==> config.mk <==
export PLATFORM = sky130hd
export DESIGN_NAME = sd_data_xfer_seq_flat
export DESIGN_NICKNAME = d
export VERILOG_FILES = /design/src/rtl/sd_data_xfer_seq_if.sv /design/src/rtl/sd_data_xfer_seq.sv /design/src/flat_wrapper.sv
export SDC_FILE = /design/constraint.sdc
export NUM_CORES = 1
export LEC_CHECK = 0
export CORE_MARGIN = 3
export CORE_UTILIZATION = 41
export DETAILED_ROUTE_END_ITERATION = 10
export PLACE_DENSITY = 0.66
export SLEW_MARGIN = 5
export SYNTH_ARGS = -nofsm -noshare
export SYNTH_HDL_FRONTEND = slang
export SYNTH_SLANG_ARGS = --single-unit
==> constraint.sdc <==
create_clock -name sd_clk -period 6.11 [get_ports sd_clk]
set_input_delay 1.222 -clock sd_clk [delete_from_list [all_inputs] [get_ports sd_clk]]
set_output_delay 1.222 -clock sd_clk [all_outputs]
set_load 0.1 [all_outputs]
==> src/rtl/sd_data_xfer_seq_if.sv <==
// Host-side request/status bundle and sd_data_master handshake for sd_data_xfer_seq.
// master = host/environment side, slave = the sequencer.
interface sd_data_xfer_seq_if #(
  parameter int BLKCNT_W      = 16,
  parameter int GAP_W         = 8,
  parameter int INT_DATA_SIZE = 5
);
  logic                     go_i;
  logic                     abort_i;
  logic                     dir_i;
  logic [BLKCNT_W-1:0]      blk_cnt_i;
  logic [GAP_W-1:0]         gap_i;
  logic                     start_tx_o;
  logic                     start_rx_o;
  logic [INT_DATA_SIZE-1:0] dm_int_status_i;
  logic                     dm_int_rst_o;
  logic                     stop_req_o;
  logic                     stop_ack_i;
  logic                     busy_o;
  logic [BLKCNT_W-1:0]      blk_done_o;
  logic [4:0]               int_status_o;
  logic                     int_status_rst_i;

  modport master (
    output go_i, abort_i, dir_i, blk_cnt_i, gap_i, dm_int_status_i, stop_ack_i, int_status_rst_i,
    input  start_tx_o, start_rx_o, dm_int_rst_o, stop_req_o, busy_o, blk_done_o, int_status_o
  );

  modport slave (
    input  go_i, abort_i, dir_i, blk_cnt_i, gap_i, dm_int_status_i, stop_ack_i, int_status_rst_i,
    output start_tx_o, start_rx_o, dm_int_rst_o, stop_req_o, busy_o, blk_done_o, int_status_o
  );
endinterface

==> src/rtl/sd_data_xfer_seq.sv <==
// Multi-block transfer sequencer in front of sd_data_master: start pulses, status clear, gap, sticky errors.
// Optional stop-command request after multi-block jobs when SD_XFER_SEQ_AUTO_STOP_EN is defined.
module sd_data_xfer_seq #(
  parameter int BLKCNT_W = 16,
  parameter int GAP_W    = 8
) (
  input  logic              sd_clk,
  input  logic              rst,
  sd_data_xfer_seq_if.slave bus
);
  // sd_data_master data-interrupt bit positions
  localparam int INT_DATA_CC    = 0;
  localparam int INT_DATA_EI    = 1;
  localparam int INT_DATA_CTE   = 2;
  localparam int INT_DATA_CCRCE = 3;
  localparam int INT_DATA_CFE   = 4;

  typedef enum logic [2:0] {
    S_IDLE,
    S_START,
    S_WAIT,
    S_CLEAR,
    S_GAP,
    S_DONE
`ifdef SD_XFER_SEQ_AUTO_STOP_EN
    ,
    S_STOP
`endif
  } state_t;

  state_t              state_reg, state_next, end_state;
  logic                dir_reg, dir_next;
  logic [BLKCNT_W-1:0] cnt_reg, cnt_next;
  logic [BLKCNT_W-1:0] blk_done_reg, blk_done_next;
  logic [GAP_W-1:0]    gap_reg, gap_next;
  logic [GAP_W-1:0]    gap_cnt_reg, gap_cnt_next;
  logic                abort_reg, abort_next, abort_seen;
  // [0] error-terminated, [1] CRC, [2] FIFO, [3] timeout
  logic [3:0]          err_reg, err_next;
  logic [4:0]          int_status_reg, int_status_next;
  logic                start_tx, start_rx, dm_int_rst;

  always_ff @(posedge sd_clk) begin
    if (rst) begin
      state_reg      <= S_IDLE;
      dir_reg        <= 1'b0;
      cnt_reg        <= '0;
      gap_reg        <= '0;
      gap_cnt_reg    <= '0;
      abort_reg      <= 1'b0;
      err_reg        <= '0;
      blk_done_reg   <= '0;
      int_status_reg <= '0;
    end else begin
      state_reg      <= state_next;
      dir_reg        <= dir_next;
      cnt_reg        <= cnt_next;
      gap_reg        <= gap_next;
      gap_cnt_reg    <= gap_cnt_next;
      abort_reg      <= abort_next;
      err_reg        <= err_next;
      blk_done_reg   <= blk_done_next;
      int_status_reg <= int_status_next;
    end
  end

  always_comb begin
    state_next      = state_reg;
    dir_next        = dir_reg;
    cnt_next        = cnt_reg;
    gap_next        = gap_reg;
    gap_cnt_next    = gap_cnt_reg;
    abort_next      = abort_reg;
    err_next        = err_reg;
    blk_done_next   = blk_done_reg;
    int_status_next = int_status_reg;
    start_tx        = 1'b0;
    start_rx        = 1'b0;
    dm_int_rst      = 1'b0;
    abort_seen      = abort_reg | bus.abort_i;
    end_state       = S_DONE;
`ifdef SD_XFER_SEQ_AUTO_STOP_EN
    if (cnt_reg > BLKCNT_W'(1)) begin
      end_state = S_STOP;
    end
`endif

    if (state_reg != S_IDLE) begin
      abort_next = abort_seen;
    end
    if (bus.int_status_rst_i) begin
      int_status_next = '0;
    end

    case (state_reg)
      S_IDLE: begin
        if (bus.go_i) begin
          dir_next      = bus.dir_i;
          cnt_next      = bus.blk_cnt_i;
          gap_next      = bus.gap_i;
          blk_done_next = '0;
          abort_next    = 1'b0;
          err_next      = '0;
          state_next    = (bus.blk_cnt_i == '0) ? S_DONE : S_START;
        end
      end
      S_START: begin
        // an abort latched in the gap (or arriving now) suppresses the pulse
        if (abort_seen) begin
          state_next = end_state;
        end else begin
          start_tx   = dir_reg;
          start_rx   = ~dir_reg;
          state_next = S_WAIT;
        end
      end
      S_WAIT: begin
        if (bus.dm_int_status_i != '0) begin
          if (bus.dm_int_status_i[INT_DATA_EI]) begin
            err_next = err_reg | {bus.dm_int_status_i[INT_DATA_CTE],
                                  bus.dm_int_status_i[INT_DATA_CFE],
                                  bus.dm_int_status_i[INT_DATA_CCRCE], 1'b1};
          end else if (bus.dm_int_status_i[INT_DATA_CC]) begin
            blk_done_next = blk_done_reg + BLKCNT_W'(1);
          end
          state_next = S_CLEAR;
        end
      end
      S_CLEAR: begin
        dm_int_rst = 1'b1;
        if (err_reg[0] || abort_seen || (blk_done_reg == cnt_reg)) begin
          state_next = end_state;
        end else if (gap_reg == '0) begin
          state_next = S_START;
        end else begin
          gap_cnt_next = gap_reg - GAP_W'(1);
          state_next   = S_GAP;
        end
      end
      S_GAP: begin
        if (abort_seen) begin
          state_next = end_state;
        end else if (gap_cnt_reg == '0) begin
          state_next = S_START;
        end else begin
          gap_cnt_next = gap_cnt_reg - GAP_W'(1);
        end
      end
`ifdef SD_XFER_SEQ_AUTO_STOP_EN
      S_STOP: begin
        if (bus.stop_ack_i) begin
          state_next = S_DONE;
        end
      end
`endif
      S_DONE: begin
        // the set takes priority over a simultaneous software clear
        int_status_next = int_status_reg | {abort_reg, err_reg[3:1], 1'b1};
        state_next      = S_IDLE;
      end
      default: state_next = S_IDLE;
    endcase
  end

`ifdef SD_XFER_SEQ_AUTO_STOP_EN
  logic stop_req_reg;

  always_ff @(posedge sd_clk) begin
    if (rst) begin
      stop_req_reg <= 1'b0;
    end else begin
      stop_req_reg <= (state_next == S_STOP) && (state_reg != S_STOP);
    end
  end

  assign bus.stop_req_o = stop_req_reg;
`else
  assign bus.stop_req_o = 1'b0;
`endif

  assign bus.start_tx_o   = start_tx;
  assign bus.start_rx_o   = start_rx;
  assign bus.dm_int_rst_o = dm_int_rst;
  assign bus.busy_o       = (state_reg != S_IDLE);
  assign bus.blk_done_o   = blk_done_reg;
  assign bus.int_status_o = int_status_reg;
endmodule
==> src/flat_wrapper.sv <==
// flat-port wrapper written by rule: the top's interface ports become plain ports
module sd_data_xfer_seq_flat 
#(
  parameter int BLKCNT_W = 16,
  parameter int GAP_W    = 8
)
  (sd_clk, rst, bus_go_i, bus_abort_i, bus_dir_i, bus_blk_cnt_i, bus_gap_i, bus_dm_int_status_i, bus_stop_ack_i, bus_int_status_rst_i, bus_start_tx_o, bus_start_rx_o, bus_dm_int_rst_o, bus_stop_req_o, bus_busy_o, bus_blk_done_o, bus_int_status_o);
  sd_data_xfer_seq_if #(.BLKCNT_W(BLKCNT_W), .GAP_W(GAP_W)) bus_i ();
  input  logic sd_clk;
  input  logic rst;
  input wire logic [$bits(bus_i.go_i)-1:0] bus_go_i;
  input wire logic [$bits(bus_i.abort_i)-1:0] bus_abort_i;
  input wire logic [$bits(bus_i.dir_i)-1:0] bus_dir_i;
  input wire logic [$bits(bus_i.blk_cnt_i)-1:0] bus_blk_cnt_i;
  input wire logic [$bits(bus_i.gap_i)-1:0] bus_gap_i;
  input wire logic [$bits(bus_i.dm_int_status_i)-1:0] bus_dm_int_status_i;
  input wire logic [$bits(bus_i.stop_ack_i)-1:0] bus_stop_ack_i;
  input wire logic [$bits(bus_i.int_status_rst_i)-1:0] bus_int_status_rst_i;
  output wire logic [$bits(bus_i.start_tx_o)-1:0] bus_start_tx_o;
  output wire logic [$bits(bus_i.start_rx_o)-1:0] bus_start_rx_o;
  output wire logic [$bits(bus_i.dm_int_rst_o)-1:0] bus_dm_int_rst_o;
  output wire logic [$bits(bus_i.stop_req_o)-1:0] bus_stop_req_o;
  output wire logic [$bits(bus_i.busy_o)-1:0] bus_busy_o;
  output wire logic [$bits(bus_i.blk_done_o)-1:0] bus_blk_done_o;
  output wire logic [$bits(bus_i.int_status_o)-1:0] bus_int_status_o;
  assign bus_i.go_i = bus_go_i;
  assign bus_i.abort_i = bus_abort_i;
  assign bus_i.dir_i = bus_dir_i;
  assign bus_i.blk_cnt_i = bus_blk_cnt_i;
  assign bus_i.gap_i = bus_gap_i;
  assign bus_i.dm_int_status_i = bus_dm_int_status_i;
  assign bus_i.stop_ack_i = bus_stop_ack_i;
  assign bus_i.int_status_rst_i = bus_int_status_rst_i;
  assign bus_start_tx_o = bus_i.start_tx_o;
  assign bus_start_rx_o = bus_i.start_rx_o;
  assign bus_dm_int_rst_o = bus_i.dm_int_rst_o;
  assign bus_stop_req_o = bus_i.stop_req_o;
  assign bus_busy_o = bus_i.busy_o;
  assign bus_blk_done_o = bus_i.blk_done_o;
  assign bus_int_status_o = bus_i.int_status_o;
  sd_data_xfer_seq #(.BLKCNT_W(BLKCNT_W), .GAP_W(GAP_W)) u_core (.sd_clk(sd_clk), .rst(rst), .bus(bus_i));
endmodule
Yosys cells after proc, flatten, opt, wreduce, memory -nomap -nowiden
Index checks and enable logic that the tools add are counted.
{"block": "classes", "n_addsub": 3, "eq_ne": 16, "muxes": 33, "n_bitwise": 4, "reduce_logical": 16}
{"cell": "2-to-1 mux 16 bit", "count": 4}
{"cell": "2-to-1 mux 8 bit", "count": 4}
{"cell": "case mux 16 bit (2 select lines)", "count": 1}
{"cell": "2-to-1 mux 3 bit", "count": 8}
{"cell": "adder 16 x 1 -> 16 bit (second input constant)", "count": 1}
{"cell": "== test 16 bit", "count": 1}
{"cell": "zero test 16 bit", "count": 1}
{"cell": "zero test 8 bit", "count": 2}
{"cell": "!= test 2 bit (second input constant)", "count": 8}
{"cell": "case mux 8 bit (2 select lines)", "count": 1}
{"cell": "subtractor 8 x 1 -> 8 bit (second input constant)", "count": 2}
{"cell": "case mux 3 bit (5 select lines)", "count": 1}
{"cell": "2-to-1 mux 4 bit", "count": 3}
{"cell": "2-to-1 mux 5 bit", "count": 2}
{"cell": "AND reduction 5 bit", "count": 2}
{"cell": "2-to-1 mux 1 bit", "count": 8}
{"cell": "case mux 4 bit (2 select lines)", "count": 1}
{"cell": "== test 3 x 2 -> 1 bit (second input constant)", "count": 2}
{"cell": "== test 3 bit (second input constant)", "count": 2}
{"cell": "nonzero test 2 bit", "count": 3}
{"cell": "bitwise OR 5 bit", "count": 1}
{"cell": "nonzero test 5 bit", "count": 1}
{"cell": "bitwise OR 4 bit", "count": 1}
{"cell": "AND reduction 4 bit", "count": 1}
{"cell": "10 further kinds", "count": 11}
{"block": "totals", "reg_bits": 62, "in_bits": 36, "word_cells": 81}

Depth between registers and ports, before layout
Gate-level depths: netlist of run 1.
{"block": "logic_depth", "word_depth": 5, "mapped_depth": 10}

Worst setup path after synthesis of run 1
Ideal clock, no wire load.
{"block": "synth_path", "path_type": "input to output", "from": "input bus_abort_i", "to": "output bus_start_rx_o", "arrival_ns": 4.478, "required_ns": 4.888, "setup_slack_ns": 0.410, "cell_stages": 3, "n_path_buf": 1, "path_cell_list": "or2_2 -> buf_2 -> nor4_1"}
{"block": "synth_via", "elab_chain_len": 3}
{"item": "start, declared", "line_no": "flat_wrapper.sv:12", "text": "input wire logic [$bits(bus_i.abort_i)-1:0] bus_abort_i;"}
{"item": "bitwise OR 1 bit", "line_no": "sd_data_xfer_seq.sv:80", "text": "abort_seen = abort_reg | bus.abort_i;"}
{"item": "2-to-1 mux 1 bit", "line_no": "sd_data_xfer_seq.sv:109", "text": "if (abort_seen) begin"}
{"item": "2-to-1 mux 1 bit", "line_no": "sd_data_xfer_seq.sv:95", "text": "case (state_reg)"}
{"item": "end, declared", "line_no": "flat_wrapper.sv:20", "text": "output wire logic [$bits(bus_i.start_rx_o)-1:0] bus_start_rx_o;"}
Every way passes these cells.

Final worst setup path of run 1
Same ends and word-level chain as after synthesis.

==> results.sh, run 1 <==
export IMPL_hold_class="reg -> reg"
export IMPL_port_buffer_count=59
export IMPL_design_final_nets=474
export IMPL_cp_data_required_time_ns=4.89
export IMPL_ys_warnings_count=0
export IMPL_synth_cell_area_um2=3090
export IMPL_slew_headroom_pct=34.0
export IMPL_critical_setup_path_kind="in -> out"
export IMPL_first_global_vias=2756
export IMPL_cts_num_sinks=62
export IMPL_worst_slew_pin_slew_ns=0.987
export IMPL_die_y_um=92.8
export IMPL_clock_fmax_mhz=213
export IMPL_number_of_antenna_violations_at_the_first_check_in_global_routing=0
export IMPL_fp_row_count=31
export IMPL_first_iter_violations=150
export IMPL_effective_utilization_at_floorplan_pct=42.3
export IMPL_num_vias=2857
export IMPL_cts_root_buf="clkbuf_8"
export IMPL_antenna_cells_inserted=0
export IMPL_core_area_um2=7290
export IMPL_dieWidth_um=92.8
export IMPL_final_antenna_net_count=0
export IMPL_tritoncts_num_buffers=9
export IMPL_detail_route_drc_violations=0
export IMPL_synth_seq_cells=62
export IMPL_critical_path_arrival_ns=3.47
export IMPL_power_per_cell_area_nw_per_um2=270
export IMPL_run_status="finished, final reports clean"
export IMPL_synthesis_nets=424
export IMPL_cts_max_level=3
export IMPL_fin_skew_ns=0.00831
export IMPL_layout_area_seq_um2=1240
export IMPL_num_fill_cells=736
export IMPL_drv_max_cap_violation_count=0
export IMPL_maximum_number_of_pins_on_one_net_before_global_route_repair=45
export IMPL_tritoncts="done"
export IMPL_synth_top_flop_cell="dfxtp_1"
export IMPL_drt_pass1_iter_count=4
export IMPL_final_global_route_overflow_total=0
export IMPL_die_area_um2=8610
export IMPL_period_minus_slack_ns=4.69
export IMPL_timing_final_setup_violations=0
export IMPL_ctsResizeCount=0
export IMPL_static_leakage_power_nw=1.46
export IMPL_mostFrequentLayoutCell="nand2_1"
export IMPL_via_per_inst=5.29
export IMPL_fin_setup_tns_ns=0
export IMPL_place_hpwl_mm=5.51
export IMPL_route_detailed_wl_per_inst_um=14.7
export IMPL_async_s_r_ff_share_synth_pct=0
export IMPL_synthesis_instances=386
export IMPL_post_route_period_util_pct=76.7
export IMPL_max_vdd_ir_drop_mv=0.134
export IMPL_worst_skew_pair_late_latency_ns=0.33
export IMPL_worst_path_max_fanout=6
export IMPL_mostFrequentLayoutCells="nand2_1, dfxtp_1, clkdlybuf4s50_1, nor2_1, a21oi_1"
export IMPL_multiInputGateArea_um2=1720
export IMPL_synth_seq_area_share_pct=40.2
export IMPL_critical_path_startpoint_type="input pin"
export IMPL_syn_area_per_cell_um2=8.00
export IMPL_drive_above_1_share_pct=7.03
export IMPL_area_growth_pct=26.0
export IMPL_synth_enable_flop_cells=0
export IMPL_hold_fix_buffers_at_cts=0
export IMPL_report_final_slew_viol_count=0
export IMPL_postRouteWirelength_mm=7.94
export IMPL_postCtsSetupRepairBufs=0
export IMPL_boundaryPins=62
export IMPL_final_core_utilization_pct=53.4
export IMPL_yosysUniqueCellTypes=56
export IMPL_grt_setup_unrepaired="no"
export IMPL_cts_max_path_buffers=2
export IMPL_global_route_total_usage_across_every_layer_pct=19.1
export IMPL_endpoint_kind="output port"
export IMPL_worst_setup_hold_path_clk_slew_ns=0.07
export IMPL_hold_viol_final=0
export IMPL_gp_congestion=0.860
export IMPL_grt_first_pass_wirelength_mm=13.3
-- path summary, 6_finish.rpt --
check	start	endpoint	slack (ns)	depth (start not counted)
max	bus_abort_i	bus_start_rx_o	1.42	4
min	u_core.cnt_reg[3]	u_core.cnt_reg[3]	0.47	2
max reg2reg	u_core.state_reg[2]	u_core.gap_cnt_reg[4]	3.45	9
min reg2reg	u_core.cnt_reg[3]	u_core.cnt_reg[3]	0.47	2
-- layer usage --
metal	vias up	global-route usage, %	wire length, um
met5	-	0	0
met4	0	5.25	118
met3	12	5.52	367
met2	66	30.4	3750
met1	1348	25.2	3700
li1	1431	-	-
-- per-stage QoR --
stage	setup slack, ns	hold WS, ns	area (um^2)	instances	power (mW)
5_1_grt	1.34	0.494	3890	540	1.11
2_1_floorplan	0.410	0.437	3090	386	0.668
4_1_cts	1.40	0.467	3890	540	1.06
3_5_place_dp	1.40	0.459	3720	524	0.742
3_3_place_gp	1.41	0.456	3720	524	0.738
6_report	1.42	0.467	3890	540	1.05
-- report_power, final --
group	switching, mW	internal [mW]
logic	0.170	0.101
registers	0.0314	0.432
clock network	0.158	0.156
total	0.360	0.690
-- cells in the mapped netlist, drive strengths merged, types with 2 or more instances --
master	number	area, um^2
nand2	69	259
dfxtp	62	1240
a21oi	42	229
nor2	40	150
xor2	22	193
clkbuf	17	63.8
inv	11	41.3
nor3	10	50.1
nor4	10	62.6
xnor2	10	87.6
nand4	9	56.3
nand3	7	35.0
o21ai	7	35.0
a22oi	5	37.5
nand2b	5	31.3
buf	4	22.5
mux2i	4	40.0
nor3b	4	35.0
or2	4	25.0
or3	4	31.3
a31oi	3	18.8
and2	3	21.3
o21a	3	22.5
a211o	2	17.5
and3	2	12.5
ha	2	25.0
nor4b	2	32.5
o22ai	2	12.5
o31ai	2	15.0
o32ai	2	25.0
or4	2	18.8
-- final cells by class --
type	count	area share (%)
Clock buffer	12	3.73
Tap cell	99	3.18
Clock inverter	4	0.579
Timing Repair Buffer	60	15.4
Sequential cell	62	31.9
Multi-Input combinational cell	292	44.2
Inverter	11	1.06
-- worst max-delay path, cell delays in order --
cell,delay (ns)
clkdlybuf4s50_1,0.44
or2_2,0.39
nor4_1,0.22
clkdlybuf4s50_1,1.19
-- logic make-up (layout without fill, tap and decap cells) --
family                   count (synthesis)  count (layout)  share of synthesized area (%)
buffers and inverters                   32              87                           4.13
adder cells (fa/ha/maj)                  2               2                          0.810
XOR/XNOR                                32              32                           9.08
AO/OA/AOI/OAI                           76              76                           16.2
flip-flops                              62              62                           40.2
other                                    1               1                          0.121
AND/OR/NAND/NOR                        177             177                           28.2
multiplexers                             4               4                           1.30
Note: power is estimated with default switching activity, not from simulation.
==> inputs of run 2 (changes only) <==
- PLACE_DENSITY: 0.66 -> 0.68
- clock period: 6.11 -> 3.9 ns (I/O delays scaled with it)
==> results.sh, run 2 (synthesis gave the netlist of run 1 again) <==
export IMPL_worst_slew_pin_slew_ns=0.981
export IMPL_cts_num_sinks=62
export IMPL_post_route_period_util_pct=74.2
export IMPL_critical_path_arrival_ns=2.11
export IMPL_final_global_route_overflow_total=0
export IMPL_ctsResizeCount=0
export IMPL_worst_setup_hold_path_clk_slew_ns=0.07
export IMPL_fp_row_count=31
export IMPL_num_vias=2854
export IMPL_design_final_nets=476
export IMPL_die_area_um2=8610
export IMPL_die_y_um=92.8
export IMPL_global_route_total_usage_across_every_layer_pct=19.1
export IMPL_slew_headroom_pct=34.4
export IMPL_tritoncts="done"
export IMPL_core_area_um2=7290
export IMPL_endpoint_kind="output port"
export IMPL_mostFrequentLayoutCells="nand2_1, dfxtp_1, clkdlybuf4s50_1, nor2_1, a21oi_1"
export IMPL_hold_viol_final=0
export IMPL_timing_critical_path_slowest_stage_cell="clkdlybuf4s50_1"
export IMPL_boundaryPins=62
export IMPL_max_vdd_ir_drop_mv=0.210
export IMPL_area_growth_pct=27.4
export IMPL_critical_setup_path_kind="in -> out"
export IMPL_drv_max_cap_violation_count=0
export IMPL_clock_fmax_mhz=345
export IMPL_worst_skew_pair_late_latency_ns=0.33
export IMPL_timing_final_setup_violations=0
export IMPL_first_global_vias=2679
export IMPL_critical_path_cell_chain="clkdlybuf4s50_1 -> or2_2 -> nor4_2 -> buf_4"
export IMPL_postCtsSetupRepairBufs=0
export IMPL_fin_skew_ns=0.00857
export IMPL_effective_utilization_at_floorplan_pct=42.3
export IMPL_critical_path_max_stage_delay_ns=0.43
export IMPL_postRouteWirelength_mm=7.73
export IMPL_post_place_cells=526
export IMPL_place_hpwl_mm=5.62
export IMPL_antenna_cells_inserted=0
export IMPL_via_per_inst=5.28
export IMPL_period_minus_slack_ns=2.89
export IMPL_drt_pass1_iter_count=4
export IMPL_run_status="finished, final reports clean"
export IMPL_grt_first_pass_wirelength_mm=13.0
export IMPL_hold_fix_buffers_at_cts=0
export IMPL_fin_setup_tns_ns=0
export IMPL_critical_path_startpoint_type="input pin"
export IMPL_drive_above_1_share_pct=8.60
export IMPL_first_iter_violations=146
export IMPL_cts_max_path_buffers=2
export IMPL_cp_data_required_time_ns=3.12
export IMPL_report_final_slew_viol_count=0
export IMPL_number_of_antenna_violations_at_the_first_check_in_global_routing=0
export IMPL_detail_route_drc_violations=0
export IMPL_final_antenna_net_count=0
export IMPL_num_fill_cells=710
export IMPL_layout_cells_non_filler=541
export IMPL_power_per_cell_area_nw_per_um2=437
export IMPL_maximum_number_of_pins_on_one_net_before_global_route_repair=44
export IMPL_gp_congestion=0.918
export IMPL_tritoncts_num_buffers=9
export IMPL_hold_class="reg -> reg"
export IMPL_route_detailed_wl_per_inst_um=14.3
export IMPL_dieWidth_um=92.8
export IMPL_cts_max_level=3
export IMPL_static_leakage_power_nw=1.50
export IMPL_mostFrequentLayoutCell="nand2_1"
export IMPL_cts_root_buf="clkbuf_8"
export IMPL_worst_path_max_fanout=6
export IMPL_port_buffer_count=59
export IMPL_grt_setup_unrepaired="no"
==> run 2: path summary, 6_finish.rpt <==
path                             from                     to  slack, ns  cells past startpoint
setup / recovery          bus_abort_i         bus_start_rx_o       1.01                      4
hold / removal      u_core.cnt_reg[3]      u_core.cnt_reg[3]       0.47                      2
setup reg to reg  u_core.state_reg[2]  u_core.gap_cnt_reg[4]       1.26                      9
hold reg to reg     u_core.cnt_reg[3]      u_core.cnt_reg[3]       0.47                      2
==> run 2: layer usage <==
metal / part of all wire (%) / vias up / track usage (%) / wire length, um
li1: - / 1440 / - / -
met5: 0 / - / 0 / 0
met1: 49 / 1320 / 27.6 / 3820
met4: 2.1 / 0 / 8.30 / 166
met2: 44 / 80 / 27.6 / 3400
met3: 4.4 / 14 / 3.66 / 343
==> run 2: stage by stage <==
stage               power (mW)  instance area, um^2  setup WS [ns]  utilization (%)  hold WS [ns]
global route              1.81                 3930          0.950             53.9         0.488
finish                    1.72                 3930           1.01             53.9         0.470
floorplan                 1.05                 3090          0.275                -         0.437
CTS                       1.73                 3930          0.983             53.9         0.469
detailed placement        1.16                 3730          0.981             51.2         0.460
global placement          1.16                 3730          0.992             51.2         0.453
==> run 2: layout make-up <==
cell class	instances	area [um^2]	area share [%]
Clock buffer	12	155	3.94
Clock inverter	3	43.8	1.11
Inverter	11	41.3	1.05
Multi-Input combinational cell	292	1730	43.9
Sequential cell	62	1240	31.6
Tap cell	99	124	3.15
Timing Repair Buffer	62	603	15.3
==> run 2: report_power, final <==
group	switching, mW	internal, mW
Sequential	0.0511	0.677
Combinational	0.261	0.162
Clock	0.241	0.327
==> run 2: critical path, delay by kind of cell <==
| kind | cells | cell delay [ns] |
|---|---|---|
| simple gates | 2 | 0.57 |
| buf+inv | 2 | 0.76 |
